`config.mk`:
```
export PLATFORM = sky130hd
export DESIGN_NAME = dec_owner_arb
export DESIGN_NICKNAME = d
export VERILOG_FILES = /design/src/rtl/dec_owner_arb.sv
export SDC_FILE = /design/constraint.sdc
export NUM_CORES = 1
export LEC_CHECK = 0
export BUFFER_PORTS_ARGS = -buffer_cell sky130_fd_sc_hd__buf_2
export CAP_MARGIN = 20
export CORE_MARGIN = 5
export CORE_UTILIZATION = 43
export DETAILED_ROUTE_END_ITERATION = 8
export PLACE_DENSITY_LB_ADDON = 0.1
export SYNTH_ARGS = -nofsm -noshare
export SYNTH_HDL_FRONTEND = slang
export SYNTH_SLANG_ARGS = --single-unit
```
`constraint.sdc`:
```
create_clock -name clk -period 1.65 [get_ports clk]
set_input_delay 0.0825 -clock clk [delete_from_list [all_inputs] [get_ports clk]]
set_output_delay 0.0825 -clock clk [all_outputs]
set_load 0.005 [all_outputs]
```
`src/rtl/dec_owner_arb.sv`:
```
// Decode-stage ownership arbiter: fixed-priority grant among sub-decoders, with
// optional multi-cycle locking by the winner, a hold watchdog, stall freeze and flush abort.
module dec_owner_arb #(
  parameter int NUM_REQ  = 4,
  parameter int MAX_HOLD = 15,
  localparam int SEL_W   = (NUM_REQ > 1) ? $clog2(NUM_REQ) : 1,
  localparam int CNT_W   = (MAX_HOLD > 0) ? $clog2(MAX_HOLD + 1) : 1
) (
  input  logic               clk,
  input  logic               reset,
  input  logic [NUM_REQ-1:0] req,
  input  logic [NUM_REQ-1:0] lock,
  input  logic               stall,
  input  logic               flush,
  output logic [NUM_REQ-1:0] gnt,
  output logic [SEL_W-1:0]   sel,
  output logic               busy,
  output logic               hold_err,
  output logic               conflict
);

  localparam logic [0:0] ST_IDLE  = 1'b0;
  localparam logic [0:0] ST_OWNED = 1'b1;

  logic [0:0]         state_q,    state_d;
  logic [SEL_W-1:0]   owner_q,    owner_d;
  logic [CNT_W-1:0]   hold_cnt_q, hold_cnt_d;
  logic               busy_q,     busy_d;
  logic               hold_err_q, hold_err_d;
  logic               conflict_q, conflict_d;

  logic [NUM_REQ-1:0] lower_any;
  logic [NUM_REQ-1:0] first_req;
  logic [NUM_REQ-1:0] owner_oh;
  logic               multi_req;

  // lower_any[i] is set when some request below index i is active.
  assign lower_any[0] = 1'b0;
  generate
    for (genvar gi = 1; gi < NUM_REQ; gi++) begin : g_chain
      assign lower_any[gi] = lower_any[gi-1] | req[gi-1];
    end
    for (genvar gi = 0; gi < NUM_REQ; gi++) begin : g_pick
      assign first_req[gi] = req[gi] & ~lower_any[gi];
      assign owner_oh[gi]  = (owner_q == SEL_W'(gi));
    end
  endgenerate

  assign multi_req = |(req & lower_any);

  always_comb begin
    gnt = '0;
    if (reset && !flush) begin
      gnt = (state_q == ST_OWNED) ? owner_oh : first_req;
    end
  end

  always_comb begin
    sel = '0;
    for (int i = 0; i < NUM_REQ; i++) begin
      if (gnt[i]) sel = SEL_W'(i);
    end
  end

  always_comb begin
    state_d    = state_q;
    owner_d    = owner_q;
    hold_cnt_d = hold_cnt_q;
    hold_err_d = 1'b0;
    conflict_d = 1'b0;
    if (flush) begin
      state_d    = ST_IDLE;
      hold_cnt_d = '0;
    end else if (!stall) begin
      if (state_q == ST_IDLE) begin
        conflict_d = multi_req;
        if (|gnt && lock[sel]) begin
          state_d    = ST_OWNED;
          owner_d    = sel;
          hold_cnt_d = '0;
        end
      end else begin
        if (!lock[owner_q]) begin
          state_d    = ST_IDLE;
          hold_cnt_d = '0;
        end else if (hold_cnt_q >= CNT_W'(MAX_HOLD)) begin
          // Watchdog: the owner has used its full hold budget.
          state_d    = ST_IDLE;
          hold_cnt_d = '0;
          hold_err_d = 1'b1;
        end else begin
          hold_cnt_d = hold_cnt_q + CNT_W'(1);
        end
      end
    end
    busy_d = (state_d == ST_OWNED);
  end

  always_ff @(posedge clk) begin
    if (!reset) begin
      state_q    <= ST_IDLE;
      owner_q    <= '0;
      hold_cnt_q <= '0;
      busy_q     <= 1'b0;
      hold_err_q <= 1'b0;
      conflict_q <= 1'b0;
    end else begin
      state_q    <= state_d;
      owner_q    <= owner_d;
      hold_cnt_q <= hold_cnt_d;
      busy_q     <= busy_d;
      hold_err_q <= hold_err_d;
      conflict_q <= conflict_d;
    end
  end

  assign busy     = busy_q;
  assign hold_err = hold_err_q;
  assign conflict = conflict_q;

endmodule

```
# After elaboration in Yosys (flattened, before gate mapping)
# Cells that the tools add are included.
dict set report classes {
  mux 18
  bitwise_logic 14
  reduce_logical 12
  n_eq_ne 3
  order_cmp 3
  addsub 1
}
# operator count
set op_table {}
lappend op_table {{2-to-1 mux 4 bit} 6}
lappend op_table {{OR reduction 4 bit} 3}
lappend op_table {{2-to-1 mux 1 bit} 8}
lappend op_table {{inverter 1 bit} 8}
lappend op_table {{< comparator 2 x 3 -> 1 bit (second input constant)} 2}
lappend op_table {{OR reduction 5 bit} 1}
lappend op_table {{adder 4 x 1 -> 4 bit (second input constant)} 1}
lappend op_table {{AND 4 bit} 1}
lappend op_table {{binary-select mux 1 bit (select 2 bit)} 2}
lappend op_table {{equality test 2 bit (second input constant)} 2}
lappend op_table {{greater-or-equal comparator 4 bit (second input constant)} 1}
lappend op_table {{2-to-1 mux 2 bit} 2}
lappend op_table {{AND reduction 4 bit} 1}
lappend op_table {{AND 1 bit} 3}
lappend op_table {{equality test 2 x 1 -> 1 bit (second input constant)} 1}
lappend op_table {{logical AND 1 bit} 2}
lappend op_table {{zero test 2 bit} 1}
lappend op_table {{OR 1 bit} 2}
lappend op_table {{AND reduction 2 bit} 1}
lappend op_table {{nonzero test 2 bit} 1}
lappend op_table {{OR reduction 2 bit} 1}
lappend op_table {{zero test 1 bit} 1}
dict set report totals {
  word_cells 56
  output_inout_bits 9
  reg_bits 9
  input_bits 12
}

# Longest topological paths before layout
dict set report depth {
  ltp_word 14
  depth_mapped 6
  depth_no_buf 6
}

# Least setup slack after synthesis
# No wires, ideal clock.
dict set report synth_path {
  path_kind {register -> register}
  from {reg busy (netlist name)}
  to {reg owner_q[1]}
  setup_slack_ns -0.001
  path_buffers 1
  path_stages_with_launch 7
  setup_ns 0.121
  synth_period_minus_slack_ns 1.651
  required_time_ns 1.529
  t_arrival_ns 1.530
  path_cell_list {dfxtp_1 > buf_6 > nor2_2 > a221oi_1 > a2111o_1 > a211o_1 > mux2i_1}
}
# element line_no
set synth_rtl {}
lappend synth_rtl {{end signal, assigned} 109} ;# owner_q <= owner_d;
lappend synth_rtl {{end, declared} 26} ;# logic [SEL_W-1:0] owner_q, owner_d;

==> reports/qor.txt <==
Status -> complete, but fails checks
Failing checks -> setup timing
Area delta synth->final -> 54.55%
WP data required -> 1800 ps
Share of the synthesized area in the top cell type -> 27.27%
Post-Route M1 WL -> 844 µm
Routed WL per cell -> 13.86 µm
Final Power -> 0.5161 mW
Drc violations -> 0
Vias in the first global route -> 716
Ports -> 21
Worst path slowest cell -> a2111o_1
Final period util -> 104.7%
Post-synth top cells -> 13 x nor2_1, 9 x a21oi_1, 9 x dfxtp_1
First-pass GRT wire length -> 3.125 mm
Mapped Area -> 660.6 µm²
Clock sinks -> 9
Tmin final -> 1728 ps
Most used flip-flop cell after synthesis -> dfxtp_1
Leak -> 0.4663 nW
Max VDD drop -> 359.3 µV
Footprint of the multi-input gates -> 528.0 µm²
Worst Path Buf+Inv -> 1
Slew @ Worst Pin -> 296.7 ps
Crit-path cells -> buf_6 > nor2_4 > a221oi_2 > a2111o_1 > a211o_1 > mux2i_1
DR vias/cell -> 5.518
Reg-to-Reg End -> owner_q[0]
Synth Instances -> 88
Reg area -> 185.2 µm²
FF-to-FF Start -> busy
Initial antenna violation count -> 0
CTS root buf -> clkbuf_4
Min-delay src -> reset
Flop2flop setup slack -> -80 ps
Worst-Skew Late Latency -> 260 ps
RSZ-0062 raised after global routing -> yes
Initial core utilization -> 44.37%
DP HPWL -> 1.369 mm
Net Count, Synth -> 101
Slack of the critical path -> -77.58 ps
N_diodes -> 0
Clock-pin slew on the worst setup and hold paths -> 60 ps
Rows -> 14
CP startpoint kind -> flip-flop
Synth Register Bits -> 9
Synth warn -> 0
Fmax -> 578.8 MHz
Layout cells sized above 1 -> 47.20%
Die width -> 49.20 µm
Share of flip-flops with an asynchronous set or reset -> 0%
GR Util All Layers -> 16.02%
Setup TNS -> -217.9 ps
Worst Reg-to-Reg Cells -> 6
Detailed Routing Iterations Pass 1 -> 4
Pin count of the biggest net entering global routing -> 11
Total Routed Length -> 1.954 mm
Crit-path max FO -> 6
Fillers -> 127
Relative slew slack -> 80.18%
Hold EP -> owner_q[0]
Family with the most delay on the worst path -> compound AO/OA/AOI/OAI gates
Gp weighted congestion -> 0.8449
DIE HEIGHT -> 49.20 µm
Worst Skew -> 0.6737 ps
Worst path arrival time -> 1880 ps
Core box area -> 1489 µm²
Antenna viol nets, final -> 0
Hold Path Class -> in -> reg
CTS Buf Count -> 3
CTS hold repair buffers -> 0
Met2 wire length -> 951 µm
GRT overflow -> 0
# H-tree levels -> 1
Met3 routed WL -> 130 µm
Layout net count -> 139
Area contributors post-synth -> dfxtp_1 27%, nor2_1 7.4%, a21oi_1 6.8%
Final Hold Fails -> 0
Post-synth cell types -> 34
Critical setup path kind -> reg -> reg
Final setup viols -> 3
Hold Path Stages -> 3
Die area -> 2420 µm²
Iteration-0 DRC Markers -> 19
Crit path largest cell delay -> 440 ps
Dominant cell by count in the synthesized netlist -> nor2_1
Average size of a mapped cell -> 7.507 µm²
Top Metal Used -> met4
Post-synth top area cell -> dfxtp_1
Pwr Density -> 505.5 nW/µm²
Post-synthesis sequential area ratio -> 27.27%
Buffers on Ports -> 20
Post-synth EDFFs -> 0
Final slew viol count -> 0
Vias -> 778
Clock Path Buffers -> 2
Number of max-cap violations -> 0
CTS tree -> yes
Worst setup EP type -> flip-flop
sequential cells by signal, indices dropped and copies added, names as in the netlist:
| register | cells |
|---|---|
| busy | 1 |
| conflict | 1 |
| hold_cnt_q | 4 |
| hold_err | 1 |
| owner_q | 2 |
routing by layer:
metal / GRT usage (%) / up-vias
met5: 0 / -
met2: 25.97 / 24
met1: 20.19 / 356
li1: - / 394
met4: 5.381 / 0
met3: 4.281 / 4
power breakdown:
group / leakage, nW / internal (mW) / total [mW] / switching (mW)
Clock: 0.0150 / 0.0936 / 0.179 / 0.0851
Sequential: 0.0739 / 0.218 / 0.220 / 0.00206
Combinational: 0.377 / 0.0561 / 0.118 / 0.0617
Total: 0.466 / 0.367 / 0.516 / 0.149
how the worst max path moves through the flow:
stage	endpoint	cells past startpoint	slack, ps	start
2_1_floorplan	owner_q[1]	5	10	busy
3_3_place_gp	owner_q[1]	5	-70	busy
3_5_place_dp	owner_q[1]	5	-90	busy
4_1_cts	hold_cnt_q[0]	6	-30	busy
5_1_grt	owner_q[0]	6	-150	busy
6_report	owner_q[0]	6	-80	busy
through the flow:
stage	cells	utilization, %	worst slack (ps)	hold WS (ps)	area (µm²)
floorplan	88	-	10.05	206.3	661.9
global placement	134	57.98	-66.53	367.3	863.3
detailed placement	134	57.98	-92.72	378.5	863.3
CTS	141	65.80	-32.46	92.35	979.7
global route	141	68.57	-147.5	96.85	1021
finish	141	68.57	-77.58	90.34	1021
repair_timing:
| action | in CTS | in global routing |
|---|---|---|
| setup endpoints to repair | 5 | 10 |
| setup buffers | 3 | 0 |
| hold endpoints to repair | 0 | 0 |
| pin swaps | 6 | 6 |
| gates resized for setup | 18 | 11 |
placed cells by master (no fill, tap or decap), drive strengths merged, types with 4 or more instances in the layout:
master	netlist	routed
buf	2	37
a21oi	9	9
dfxtp	9	9
nand2	8	8
clkbuf	2	4
nor2	14	14
inv	6	6
logic make-up after synthesis:
| kind of cell | count (synthesis) | share of synthesized area, % |
|---|---|---|
| and+or+nand+nor | 39 | 29.93 |
| AOI/OAI and AO/OA | 24 | 24.43 |
| buffers and inverters | 10 | 7.007 |
| DFF | 9 | 27.27 |
| muxes | 4 | 7.954 |
| adders and majority gates | 2 | 3.409 |
layout make-up:
type | count | area share (%)
Inverter | 6 | 2.206
Clock buffer | 4 | 2.574
Tap cell | 16 | 1.961
Timing Repair Buffer | 37 | 23.41
Multi-Input combinational cell | 69 | 51.72
Sequential cell | 9 | 18.14
worst min-delay path: cells and delay by family:
| family | cells | cell delay (ps) |
|---|---|---|
| buf+inv | 1 | 120 |
| simple gates | 1 | 60 |
| mux | 1 | 50 |
Power figures use the tool's default switching activity.
